===== config.mk =====
export PLATFORM = sky130hd
export DESIGN_NAME = hazard_stall_unit
export DESIGN_NICKNAME = d
export VERILOG_FILES = /design/src/rtl/hazard_stall_unit.sv
export SDC_FILE = /design/constraint.sdc
export NUM_CORES = 1
export LEC_CHECK = 0
export ABC_AREA = 1
export CORE_MARGIN = 3
export CORE_UTILIZATION = 45
export DETAILED_ROUTE_END_ITERATION = 10
export PLACE_DENSITY = 0.76
export SETUP_SLACK_MARGIN = 0.2
export SYNTH_ARGS = -nofsm -noshare
export SYNTH_HDL_FRONTEND = slang
export SYNTH_SLANG_ARGS = --single-unit

===== constraint.sdc =====
create_clock -name clk -period 1.9 [get_ports clk]
set_input_delay 0.285 -clock clk [delete_from_list [all_inputs] [get_ports clk]]
set_output_delay 0.285 -clock clk [all_outputs]
set_load 0.01 [all_outputs]

===== src/rtl/hazard_stall_unit.sv =====
// Pipeline hazard controller: load-use bubbles, data-memory wait freeze and taken-branch flushes.
// Optional HAZARD_PERF_CNT_EN adds the stall_cycles / flush_events performance counters.
//
//  state     | meaning
//  ----------+------------------------------------------------------------
//  RUN       | no multi-cycle hazard in progress; evaluate inputs directly
//  BUBBLE    | inserting extra load-use bubbles (bub_cnt counts them)
//  MEM_WAIT  | pipeline frozen waiting on data memory (wait_cnt counts)
module hazard_stall_unit #(
    parameter int LOAD_BUBBLES = 1,
    parameter int MAX_WAIT     = 15
) (
    input  logic       clk,
    input  logic       rst_n,
    input  logic [3:0] id_r1,
    input  logic [3:0] id_r2,
    input  logic       id_uses_r1,
    input  logic       id_uses_r2,
    input  logic [3:0] ex_rdest,
    input  logic       ex_regw,
    input  logic       ex_mem_read,
    input  logic       mem_req,
    input  logic       mem_ready,
    input  logic       branch_taken,
    output logic       stall_if,
    output logic       stall_id,
    output logic       stall_back,
    output logic       flush_if_id,
    output logic       flush_id_ex,
    output logic       mem_timeout
`ifdef HAZARD_PERF_CNT_EN
    ,
    output logic [31:0] stall_cycles,
    output logic [15:0] flush_events
`endif
);

    localparam logic [1:0] ST_RUN      = 2'd0;
    localparam logic [1:0] ST_BUBBLE   = 2'd1;
    localparam logic [1:0] ST_MEM_WAIT = 2'd2;

    localparam logic [1:0] BUB_LAST = 2'(LOAD_BUBBLES - 1);
    localparam logic [7:0] WAIT_MAX = 8'(MAX_WAIT);

    logic [1:0] state, state_nx;
    logic [1:0] bub_cnt, bub_cnt_nx;
    logic [7:0] wait_cnt, wait_cnt_nx;
    logic       ret_bub, ret_bub_nx;
    logic       timeout_set;
    logic       load_use, mem_stall;
    logic       s_if, s_id, s_back, f_ifid, f_idex;

    assign load_use = ex_mem_read & ex_regw &
                      ((id_uses_r1 & (id_r1 == ex_rdest)) |
                       (id_uses_r2 & (id_r2 == ex_rdest)));
    assign mem_stall = mem_req & ~mem_ready;

    always_comb begin
        state_nx    = state;
        bub_cnt_nx  = bub_cnt;
        wait_cnt_nx = wait_cnt;
        ret_bub_nx  = ret_bub;
        timeout_set = 1'b0;
        s_if        = 1'b0;
        s_id        = 1'b0;
        s_back      = 1'b0;
        f_ifid      = 1'b0;
        f_idex      = 1'b0;
        case (state)
            ST_RUN: begin
                if (mem_stall) begin
                    {s_if, s_id, s_back} = 3'b111;
                    state_nx    = ST_MEM_WAIT;
                    wait_cnt_nx = 8'd1;
                    ret_bub_nx  = 1'b0;
                end else if (branch_taken) begin
                    {f_ifid, f_idex} = 2'b11;
                end else if (load_use) begin
                    {s_if, s_id, f_idex} = 3'b111;
                    if (LOAD_BUBBLES > 1) begin
                        state_nx   = ST_BUBBLE;
                        bub_cnt_nx = 2'd1;
                    end
                end
            end
            ST_BUBBLE: begin
                // bub_cnt is left untouched so the bubble sequence resumes after the wait
                if (mem_stall) begin
                    {s_if, s_id, s_back} = 3'b111;
                    state_nx    = ST_MEM_WAIT;
                    wait_cnt_nx = 8'd1;
                    ret_bub_nx  = 1'b1;
                end else if (branch_taken) begin
                    {f_ifid, f_idex} = 2'b11;
                    state_nx   = ST_RUN;
                    bub_cnt_nx = 2'd0;
                end else begin
                    {s_if, s_id, f_idex} = 3'b111;
                    if (bub_cnt == BUB_LAST) begin
                        state_nx   = ST_RUN;
                        bub_cnt_nx = 2'd0;
                    end else begin
                        bub_cnt_nx = bub_cnt + 2'd1;
                    end
                end
            end
            ST_MEM_WAIT: begin
                // EX is frozen here, so branch_taken is deliberately ignored
                if (mem_ready) begin
                    state_nx = ret_bub ? ST_BUBBLE : ST_RUN;
                end else if (wait_cnt == WAIT_MAX) begin
                    timeout_set = 1'b1;
                    state_nx    = ret_bub ? ST_BUBBLE : ST_RUN;
                end else begin
                    {s_if, s_id, s_back} = 3'b111;
                    if (wait_cnt < WAIT_MAX) wait_cnt_nx = wait_cnt + 8'd1;
                end
            end
            default: state_nx = ST_RUN;
        endcase
    end

    always_ff @(posedge clk or negedge rst_n) begin
        if (!rst_n) begin
            state       <= ST_RUN;
            bub_cnt     <= 2'd0;
            wait_cnt    <= 8'd0;
            ret_bub     <= 1'b0;
            mem_timeout <= 1'b0;
        end else begin
            state    <= state_nx;
            bub_cnt  <= bub_cnt_nx;
            wait_cnt <= wait_cnt_nx;
            ret_bub  <= ret_bub_nx;
            if (timeout_set) mem_timeout <= 1'b1;
        end
    end

    // Outputs are forced low while reset is held, regardless of the inputs.
    assign stall_if    = s_if   & rst_n;
    assign stall_id    = s_id   & rst_n;
    assign stall_back  = s_back & rst_n;
    assign flush_if_id = f_ifid & rst_n;
    assign flush_id_ex = f_idex & rst_n;

`ifdef HAZARD_PERF_CNT_EN
    always_ff @(posedge clk or negedge rst_n) begin
        if (!rst_n) begin
            stall_cycles <= 32'd0;
            flush_events <= 16'd0;
        end else begin
            if (stall_if)    stall_cycles <= stall_cycles + 32'd1;
            if (flush_if_id) flush_events <= flush_events + 16'd1;
        end
    end
`endif

endmodule


# Word-level counts from Yosys, hierarchy flattened
# Index checks and enable logic that the tools add are counted.
[op_classes]
n_addsub = 2
n_lt_le_gt_ge = 1
n_eq_ne = 13
mux = 38
n_bitwise = 12
reduce_logical = 9
[op_table]
columns = ["operator", "count"]
rows = [
  ["$mux 8", 4],
  ["$mux 1", 20],
  ["$mux 2", 8],
  ["$pmux 8 s2", 1],
  ["$ne 2x2->1 const B", 5],
  ["$and 1x1->1", 9],
  ["$add 8x1->8 const B", 1],
  ["$eq 4x4->1", 2],
  ["$eq 8x4->1 const B", 1],
  ["$lt 8x4->1 const B", 1],
  ["$pmux 1 s2", 3],
  ["$pmux 2 s3", 1],
  ["$reduce_and 3->1", 2],
  ["$reduce_and 5->1", 1],
  ["$logic_not 2->1", 2],
  ["$ne 4x4->1 const B", 1],
  ["$reduce_bool 2->1", 2],
  ["$ne 3x3->1 const B", 1],
  ["$pmux 1 s3", 1],
  ["$add 2x1->2 const B", 1],
  ["$eq 2x1->1 const B", 1],
  ["$eq 2x2->1 const B", 1],
  ["$ne 2x1->1 const B", 1],
  ["$not 1->1", 2],
  ["3 further kinds", 3],
]
[totals]
reg_bits = 14
inputBits = 21
out_inout_bits = 6

# Logic depth before layout (Yosys ltp)
[logic_depth]
word_depth = 9
depth_mapped = 11

# Least setup slack after synthesis
# OpenSTA, ideal clock, no wires.
[synth_timing]
kind = "register to output"
start = "register wait_cnt[0]"
end = "output stall_if"
arrival_time_ns = 1.364
required_ns = 1.615
slack_ns = 0.251
path_stages_with_launch = 8
n_path_buf = 1
path_cell_list = "dfrtp_1 > ha_1 > nand3_1 > o21ai_0 > nand2_1 > nand2_1 > nand2_1 > buf_4"
[synth_between]
elab_chain_len = 5
[synth_lines]
columns = ["item", "line_no", "rtl"]
rows = [
  ["from (decl)", "47", "logic [7:0] wait_cnt, wait_cnt_nx;"],
  ["from (signal assigned)", "133", "wait_cnt <= wait_cnt_nx;"],
  ["$eq 8x4->1", "111", "end else if (wait_cnt == WAIT_MAX) begin"],
  ["$mux 1 (2 in series)", "--", ""],
  ["$pmux 1 s3", "--", ""],
  ["$and 1x1->1", "--", ""],
  ["to (decl)", "25", "output logic stall_if,"],
]
# No other way between the ends.

# Worst setup path in the final report
[layout_timing]
start = "register wait_cnt[1]"
end = "output stall_if"
[layout_between]
elab_chain_len = 5
[layout_lines]
columns = ["item", "line_no", "rtl"]
rows = [
  ["$eq 8x4->1", "111", ""],
  ["$mux 1", "111", ""],
  ["$mux 1", "109", "if (mem_ready) begin"],
  ["$pmux 1 s3", "69", "case (state)"],
  ["$and 1x1->1", "140", "assign stall_if = s_if & rst_n;"],
]
# No other way between the ends.

==> run summary <==
Counting cells, the worst reg-to-reg path comes to 8. For this design, the sink count on the clock tree is 14. The logs give 0 for the number of endpoints with negative hold slack in the final report and 0 for the max capacitance violation total. The share of post-route cells with drive strength above 1 is 0.266, and the largest voltage drop on the vdd net is 0.636 mV. The critical path startpoint category was a register.

For flop-to-flop paths, the worst setup slack is 0.46 ns. Cell internal power was estimated by the tool at 625 uW. The count of fill cells added during filler insertion is 132.

The run gives 0 as the count of hold-fix buffers inserted at cts. In this run, CTS created clock tree buffers numbering 3. Once detailed placement completed, the half-perimeter wirelength came to 1670 um.

Number of detailed-route iterations in the first pass: 4. Counting flops and latches in the post-synthesis netlist gives 14. The critical path in this run is classified as reg2out. The cell area that synthesis handed to floorplanning was 885 um^2.

Async set-reset flop share out of synthesis: 1.00. The tools report the highest clock frequency the design can meet as 0.574 GHz. TritonCTS built the clock tree. For the clock latency on the worst-skew pair, the log shows 0.28 ns. Across the whole layout, storage elements account for 350 um^2. Number of nets in the layout: 194.

For this run, the leading register cell type out of synthesis is dfrtp_1. The first global-routing pass estimated 3660 um of wire. Largest area contributor in the synthesized netlist: dfrtp_1. For the leakage component of the power, the log shows 0.000794 uW. The area growth from synthesis to layout is 52.2%. For this block, the initial DRC count from the detailed router was 15. The initial antenna violation count came out at 0.

The logs give 0 for the global-route congestion overflow total and 122 for the number of standard cells after synthesis. The DRC violation count after routing was 0. After synthesis, the netlist uses 26 different library cells. The required time at the worst-slack endpoint is 1.62 ns. The average instance area after synthesis was 7.25 um^2; the total setup violations reported at the end of the flow was 0. Initial core utilization: 0.496.

Worst flop-to-flop path endpoint: wait_cnt[2]$_DFFE_PN0P_. Max-slew violation count: 0. In this run the worst hold path is classified as in2async. Setup repair after global routing could not meet its margin everywhere. Share of the yosys chip area belonging to registers: 0.396.

Entering global routing, the biggest net connects 10 pins. The post-route clock period utilization works out to 0.917. The combinational power share was 0.356; the number of warnings reported in the yosys synthesis log was 0. The capturing element type of the critical path is a primary output. The run gives 1.46 ns as the arrival time of the worst setup path. The clock arrives with 0.00694 ns of skew.

The clock transition at the registers of the reported paths is 0.08 ns, and the largest buffer count on any clock path is 2. The number of antenna diodes in the final layout is 0. The normalized max-slew margin was 0.818. The root buffer cell was clkbuf_4. The worst path in the final design needs a cycle of 1.74 ns, including I/O delays and setup. The register share of total power came out at 0.407. The routed length per placed instance came out at 11.8 um.

By area the synthesized netlist is led by dfrtp_1 40%, nand2_1 13%, inv_1 9.8%. The number of port buffers came out at 26. For the via count of the first global-routing pass, the log shows 863. Routability-driven placement finished with a final weighted congestion of 0.785. By instance count, the leading cell after synthesis is nand2_1.

The tools report the worst flop-to-flop path startpoint as wait_cnt[1]$_DFFE_PN0P_. The post-route non-filler standard cell count came out at 194. When the netlist entered floorplanning its net count stood at 146.

The tools report the routed wire length as 2290 um. The area share of the leading cell type in the synthesized netlist was 0.396. For this design the total switching power over the nets is 262 uW.

For the worst hold margin, the log shows 0.394 ns. The synthesized design contains 0 enable-type register cells. The cell area power density is 659 nW/um^2.

Floorplan core area: 1780 um^2. The flow ran to the end, and the final reports show no timing, DRC or antenna violations. In this run the vertical extent of the chip is 50.3 um.

Counting tap cells, the placed design contains a total of 185 instances. The die is 50.3 um wide. The floorplan step defined a die boundary enclosing 2530 um^2.

For the global routing usage summed across all routing layers, the log shows 0.194. The clock group share of total power was 0.237. Detailed routing inserted a total of 900 vias. The post-detailed-route via-to-cell ratio was 4.64.

The total power consumption of the routed design is 888 uW. The tools report the number of levels in the clock H-tree as 1. The count of nets left with antenna violations once routing finished came out at 0. The switching part of the total power came out at 0.296. The number of top-level pins is 27. At the pin with the least slew margin, the transition time is 0.270 ns. The initialized floorplan defines 15 standard-cell rows. Along the worst path, the maximum fanout reaches 2. By count the netlist is led by 30 x nand2_1, 23 x inv_1, 19 x nor2_1. The run gives 453 um^2 as the combined area of the multi-input logic cells.
-- flip-flops by register name (all words and copies together) (netlist names) --
signal	cells
mem_timeout	1
ret_bub	1
bub_cnt	2
wait_cnt	8
state	2
-- metrics by stage --
| step | utilization | cell area, um^2 | TNS (ns) | worst slack [ns] |
|---|---|---|---|---|
| 6_report | 0.755 | 1350 | 0 | 0.158 |
| 5_1_grt | 0.755 | 1350 | 0 | 0.0342 |
| 4_1_cts | 0.734 | 1310 | 0 | 0.164 |
| 3_5_place_dp | 0.710 | 1270 | -1.32 | -0.359 |
| 3_3_place_gp | 0.710 | 1270 | -1.24 | -0.327 |
| 2_1_floorplan | - | 885 | 0 | 0.251 |
-- final cells by class --
cell class                      count  area share
Timing Repair Buffer               44       0.283
Multi-Input combinational cell     82       0.336
Sequential cell                    14       0.260
Inverter                           25      0.0706
Tap cell                           25      0.0232
Clock buffer                        4      0.0270
-- worst max-delay path by stage --
stage	from	to	slack, ns	cells after the start
6_report	wait_cnt[1]$_DFFE_PN0P_	stall_if	0.16	7
5_1_grt	wait_cnt[0]$_DFFE_PN0P_	stall_id	0.03	7
4_1_cts	wait_cnt[1]$_DFFE_PN0P_	stall_id	0.16	7
3_5_place_dp	ex_rdest[0]	stall_id	-0.36	12
3_3_place_gp	ex_rdest[0]	stall_if	-0.33	12
2_1_floorplan	wait_cnt[0]$_DFFE_PN0P_	stall_if	0.25	7
-- placed cells by master, fill, tap and decap left out, types with 2 or more instances in the layout --
cell,Yosys,routed
dlygate4sd2_1,0,8
inv_1,23,22
buf_2,0,3
nor2_1,19,19
xnor2_1,2,2
a21oi_1,2,2
clkdlybuf4s50_1,0,7
nand3_1,9,8
dfrtp_1,14,14
buf_4,1,18
buf_6,0,2
ha_1,3,2
nand2_2,1,5
clkbuf_4,0,3
o21ai_0,3,2
nand2_1,30,26
dlymetal6s2s_1,0,5
inv_2,1,2
-- worst max-delay path: stages, from the launching register on --
cell and delay (ns):
dfrtp_1 0.37, ha_2 0.20, nand3_2 0.10, o21ai_2 0.16, nand2_2 0.08, nand2_2 0.09, nand2_2 0.07, buf_6 0.12
-- metal layers --
| layer | vias to the layer above | GRT usage | wire length [um] |
|---|---|---|---|
| li1 | 468 | - | - |
| met1 | 409 | 0.201 | 954 |
| met2 | 17 | 0.363 | 1220 |
| met3 | 6 | 0.0415 | 66 |
| met4 | 0 | 0.0942 | 55 |
| met5 | - | 0 | 0 |
-- power groups by stage --
stage / clock [uW] / combinational [uW] / sequential (uW)
floorplan: 0 / 116 / 360
global placement: 0 / 250 / 359
detailed placement: 0 / 259 / 361
CTS: 222 / 280 / 357
global route: 233 / 355 / 364
finish: 210 / 316 / 361
-- timing repair --
action | CTS | global route
cloned | 0 | 0
endpoints found under the hold margin | 0 | 0
pin swaps | 10 | 12
setup buffers | 3 | 2
setup endpoints to repair | 5 | 5
gates resized for setup | 33 | 14
-- cell families (layout without fill, tap and decap cells) --
group	count (synthesis)	after routing	synth area share
buffers and inverters	26	73	0.116
adder cells (fa/ha/maj)	3	3	0.0424
flip-flops	14	14	0.396
XOR/XNOR	3	3	0.0297
AND/OR/NAND/NOR	66	66	0.330
AO/OA/AOI/OAI	10	10	0.0863
(Power assumes the default switching activity.)
==> variant 1 (same flow settings) <==
Register the output `mem_timeout` once more, cleared by the reset; this adds one clock of latency there. The other outputs are not delayed to match.
--- a/src/rtl/hazard_stall_unit.sv
+++ b/src/rtl/hazard_stall_unit.sv
@@ -41,6 +41,8 @@
 
     localparam logic [1:0] BUB_LAST = 2'(LOAD_BUBBLES - 1);
     localparam logic [7:0] WAIT_MAX = 8'(MAX_WAIT);
+
+    logic mem_timeout_s0;
 
     logic [1:0] state, state_nx;
     logic [1:0] bub_cnt, bub_cnt_nx;
@@ -126,13 +128,13 @@
             bub_cnt     <= 2'd0;
             wait_cnt    <= 8'd0;
             ret_bub     <= 1'b0;
-            mem_timeout <= 1'b0;
+            mem_timeout_s0 <= 1'b0;
         end else begin
             state    <= state_nx;
             bub_cnt  <= bub_cnt_nx;
             wait_cnt <= wait_cnt_nx;
             ret_bub  <= ret_bub_nx;
-            if (timeout_set) mem_timeout <= 1'b1;
+            if (timeout_set) mem_timeout_s0 <= 1'b1;
         end
     end
 
@@ -155,5 +157,13 @@
     end
 `endif
 
+    always_ff @(posedge clk or negedge rst_n) begin
+        if (!rst_n) begin
+            mem_timeout <= '0;
+        end else begin
+            mem_timeout <= mem_timeout_s0;
+        end
+    end
+
 endmodule
 
Formal check against the unedited RTL: no difference found for any inputs over 10 cycles, from zero or initial values and one cycle with rst_n low; that may be too few to reach the edited logic, so the function may still have changed.
==> variant 1 against the original RTL <==
  * Power is 26% higher
  * Design area up 4.8%
  * Non-clock buffer count rose by 2
  * Wire length is 6.4% higher
  * Sequential power rose by 20%
  * Sequential share of layout area grew 0.57 points
  * Cell count is 3.1% higher
  * Register-to-register slack lost 0.31 ns
  * Sequential cell count increased by 1
  * Critical path depth grew 2
  * Worst setup slack got worse by 0.14 ns
  * Global-route usage is 0.43 points higher
  * Area after synthesis up 2.5%
  * Critical path type unchanged
  * Critical endpoint unchanged
  * Largest power group is now combinational logic
  * Highest routed layer unchanged
==> variant 1: results (changes against the original RTL) <==
grt:
  grt_max_degree: 13  # was 10
  grt_pass1_wl_um: 3860  # was 3660 um
  grt_pass1_vias: 908  # was 863
  gr-usage-met3: 0.0583  # was 0.0415
  grt_usage: 0.198  # was 0.194
  use_met1: 0.246  # was 0.201
layout:
  post-route-util: 0.775  # was 0.755
  multi_input_area_share: 0.323  # was 0.336
  clk_share: 0.0195  # was 0.0270
  n_fill_cell: 133  # was 132
  bufAreaShareNonClock: 0.301  # was 0.283
  nClkBuffers: 3  # was 4
  n_antenna_cell: 0  # unchanged
  signal_buffers: 46  # was 44
  nNetsFinal: 200  # was 194
  design.seq.count: 15  # was 14
  multi_input_cells: 84  # was 82
place:
  dp_cells: 187  # was 185
  dpl.hpwl_um: 1760  # was 1670 um
  place_area_um2: 1270  # about the same
  place_congestion: 0.800  # was 0.785
  place_worst_setup_slack_ns: -0.387  # was -0.359 ns
pwr:
  p_int_w: 0.000725  # was 0.000625 W
  power_density_nw_per_um2: 791  # was 659 nW/um2
  seq_power_share: 0.388  # was 0.407
  power.leakage_nw: 0.812  # was 0.794 nW
clocking:
  cts_root_buf: "clkbuf_4"  # unchanged
  clk_latency_ns: 0.29
route:
  viasPerCell: 4.70  # was 4.64
  wl_met3_um: 72  # was 66 um
  detail_route.iter0.violations: 8  # was 15
  wl_met1_um: 1040  # was 954 um
  vias: 940  # was 900
worst_setup_path:
  crit_arrival_ns: 1.59  # was 1.46 ns
  reg2reg_to: "state[1]$_DFFE_PN0P_"  # was wait_cnt[2]$_DFFE_PN0P_
  rr_startpoint: "wait_cnt[0]$_DFFE_PN0P_"  # was wait_cnt[1]$_DFFE_PN0P_
  rrSetupSlack_ns: 0.15  # was 0.46 ns
  rr_worst_depth: 12  # was 8
  setup.worst_path.start: "wait_cnt[0]$_DFFE_PN0P_"  # was wait_cnt[1]$_DFFE_PN0P_
yosys:
  synth-compound-area-share: 0.0869  # was 0.0863
  yosysSeqAreaShare: 0.414  # was 0.396
  avgSynthCellArea_um2: 7.20  # was 7.25 um2
  synthMuxAreaShare: 0.0124  # was 0
  synth_area_leaders: "dfrtp_1 41%, nand2_1 13%, inv_1 10%"  # was dfrtp_1 40%, nand2_1 13%, inv_1 9.8%
  synth_cell_types: 21  # was 26
  synth-adder-area-share: 0.0414  # was 0.0424
timing:
  slew_headroom: 0.847  # was 0.818
  fin_skew_ns: 0.00574  # was 0.00694 ns
outcome:
  status: "complete, no violations"  # unchanged
==> variant 1: worst min path at each step <==
stage,from,end,slack [ns]
floorplan,rst_n,bub_cnt[0]$_DFFE_PN0P_,-0.01
global placement,mem_timeout_s0$_DFFE_PN0P_,mem_timeout$_DFF_PN0_,0.37
detailed placement,mem_timeout_s0$_DFFE_PN0P_,mem_timeout$_DFF_PN0_,0.37
CTS,rst_n,wait_cnt[6]$_DFFE_PN0P_,0.37
global route,rst_n,state[1]$_DFFE_PN0P_,0.39
finish,rst_n,mem_timeout$_DFF_PN0_,0.38
==> variant 1: logic make-up after synthesis <==
group	Yosys count
xor gates and xnor gates	2
muxes	1
and+or+nand+nor	65
DFF	15
buffers and inverters	27
adders and majority gates	3
AOI/OAI and AO/OA	13
==> variant 1: timing repair <==
action / CTS / global route
gates cloned: 0 / 0
hold buffers: 0 / 0
resized for setup: 34 / 18
setup buffers: 6 / 3
setup endpoints to repair: 5 / 6
pin swaps: 13 / 13
==> variant 2 (same flow settings) <==
Made on the original files. The parameter `MAX_WAIT` goes from 15 to 11.
--- a/src/rtl/hazard_stall_unit.sv
+++ b/src/rtl/hazard_stall_unit.sv
@@ -8,7 +8,7 @@
 //  MEM_WAIT  | pipeline frozen waiting on data memory (wait_cnt counts)
 module hazard_stall_unit #(
     parameter int LOAD_BUBBLES = 1,
-    parameter int MAX_WAIT     = 15
+    parameter int MAX_WAIT     = 11
 ) (
     input  logic       clk,
     input  logic       rst_n,
Formal check against the unedited RTL: no difference found for any inputs over 10 cycles, from zero or initial values and one cycle with rst_n low; that may be too few to reach the edited logic, so the function may still have changed.
==> variant 2 against the original RTL <==
  * Power decreased by 11%
  * Design area up 1.3%
  * Sequential cell count unchanged
  * Area after synthesis increased by 0.99%
  * Clock skew fell by 0.0034 ns
  * Via count is 3.4% higher
  * First-iteration DRC count increased by 80%
  * Wire length down 0.61%
  * Count of clock-buffer cells in the layout unchanged
  * Worst setup slack better by 0.023 ns
  * Fmax increased by 1.4%
  * Critical path depth unchanged
  * Critical endpoint is now stall_id
  * Largest cell class unchanged
  * Highest routed layer unchanged
==> variant 2: results (changes against the original RTL) <==
timing:
  worst_slew_pin_slew_ns: 0.285  # was 0.270 ns
  period_minus_slack_ns: 1.72  # was 1.74 ns
  timing.hold.ws_ns: 0.372  # was 0.394 ns
  fin_skew_ns: 0.00353  # was 0.00694 ns
yosys:
  synth_cell_types: 22  # was 26
  netlist_instances: 131  # was 122
  synthesis.nets: 155  # was 146
  yosysSeqAreaShare: 0.392  # was 0.396
  synth_commonest_cells: "40 x nand2_1, 21 x inv_1, 18 x nor2_1"  # was 30 x nand2_1, 23 x inv_1, 19 x nor2_1
layout:
  drive_gt1_frac: 0.251  # was 0.266
  n_fill_cell: 161  # was 132
  stdcell_count: 204  # was 194
place:
  dpl.hpwl_um: 1820  # was 1670 um
  place_congestion: 0.767  # was 0.785
  dp_cells: 195  # was 185
  place_worst_setup_slack_ns: -0.363  # was -0.359 ns
  io_buffers: 26  # unchanged
route:
  detail_route.iter0.violations: 27  # was 15
  wl_um: 2280  # was 2290 um
  viasPerCell: 4.56  # was 4.64
grt:
  grt-ovfl-total: 0  # unchanged
  grt_pass1_wl_um: 3840  # was 3660 um
  grt_usage: 0.196  # was 0.194
  grt_pass1_vias: 912  # was 863
  grt_max_degree: 13  # was 10
worst_setup_path:
  rr_startpoint: "wait_cnt[0]$_DFFE_PN0P_"  # was wait_cnt[1]$_DFFE_PN0P_
  reg2reg_to: "wait_cnt[3]$_DFFE_PN0P_"  # was wait_cnt[2]$_DFFE_PN0P_
  crit_arrival_ns: 1.43  # was 1.46 ns
pwr:
  vdd_ir_drop_max_uv: 574  # was 636 uV
  power.leakage_nw: 0.825  # was 0.794 nW
outcome:
  status: "complete, no violations"  # unchanged
variant 2: changes by cell type after synthesis, moves of 2 or more:
| cell | delta |
|---|---|
| inv_1 | -2 |
| inv_2 | +3 |
| nand2_1 | +10 |
| o21ai_1 | +5 |
variant 2: report_power, final:
group / total (W) / internal [W] / switching (W)
clock: 0.000208 / 0.000117 / 0.0000915
sequential: 0.000334 / 0.000320 / 0.0000137
combinational: 0.000253 / 0.000132 / 0.000121
total: 0.000794 / 0.000568 / 0.000226
variant 2: cell families after synthesis:
| group | share of synthesized area |
|---|---|
| buf+inv | 0.126 |
| fa+ha+maj | 0.0420 |
| flops | 0.392 |
| compound gates | 0.0784 |
| xor+xnor | 0.0294 |
| simple gates | 0.332 |
variant 2: per-stage QoR:
| stage | TNS, ns | area, um2 |
|---|---|---|
| final | 0 | 1360 |
| after global routing | 0 | 1360 |
| after CTS | 0 | 1330 |
| after detailed placement | -1.35 | 1280 |
| after global placement | -1.23 | 1280 |
| after floorplan | 0 | 893 |
variant 2: worst max path at each step:
stage                          end  cells after the start
after floorplan           stall_if                      7
after global placement    stall_id                     12
after detailed placement  stall_id                     12
after CTS                 stall_id                      7
after global routing      stall_id                      7
final                     stall_id                      7
variant 2: repair_timing:
| action | CTS | global route |
|---|---|---|
| endpoints found under the setup margin | 5 | 4 |
| buffers inserted | 4 | 1 |
| gates resized for setup | 37 | 10 |
| pin swaps | 13 | 12 |
variant 2: worst max-delay path, stage by stage, from the launching register on:
cell	delay (ns)
dfrtp_1	0.37
ha_2	0.20
nand2_2	0.07
o21ai_2	0.15
nand2_2	0.09
nand2_2	0.08
nand2_2	0.07
buf_6	0.12
variant 2: layout make-up:
cell class	instances	area, um2	area share
multi-input cells	90	450	0.330
repair buffers	46	402	0.294
flip-flops and latches	14	350	0.257
inverters	25	93.8	0.0688
clock buffers	4	36.3	0.0266
well taps	25	31.3	0.0229
variant 2: metal layers:
metal	track usage	up-vias	share of wire
met5	0	-	0
met4	0.0404	0	0.0044
met3	0.0504	2	0.040
met2	0.372	23	0.52
met1	0.216	412	0.44
li1	-	494	-
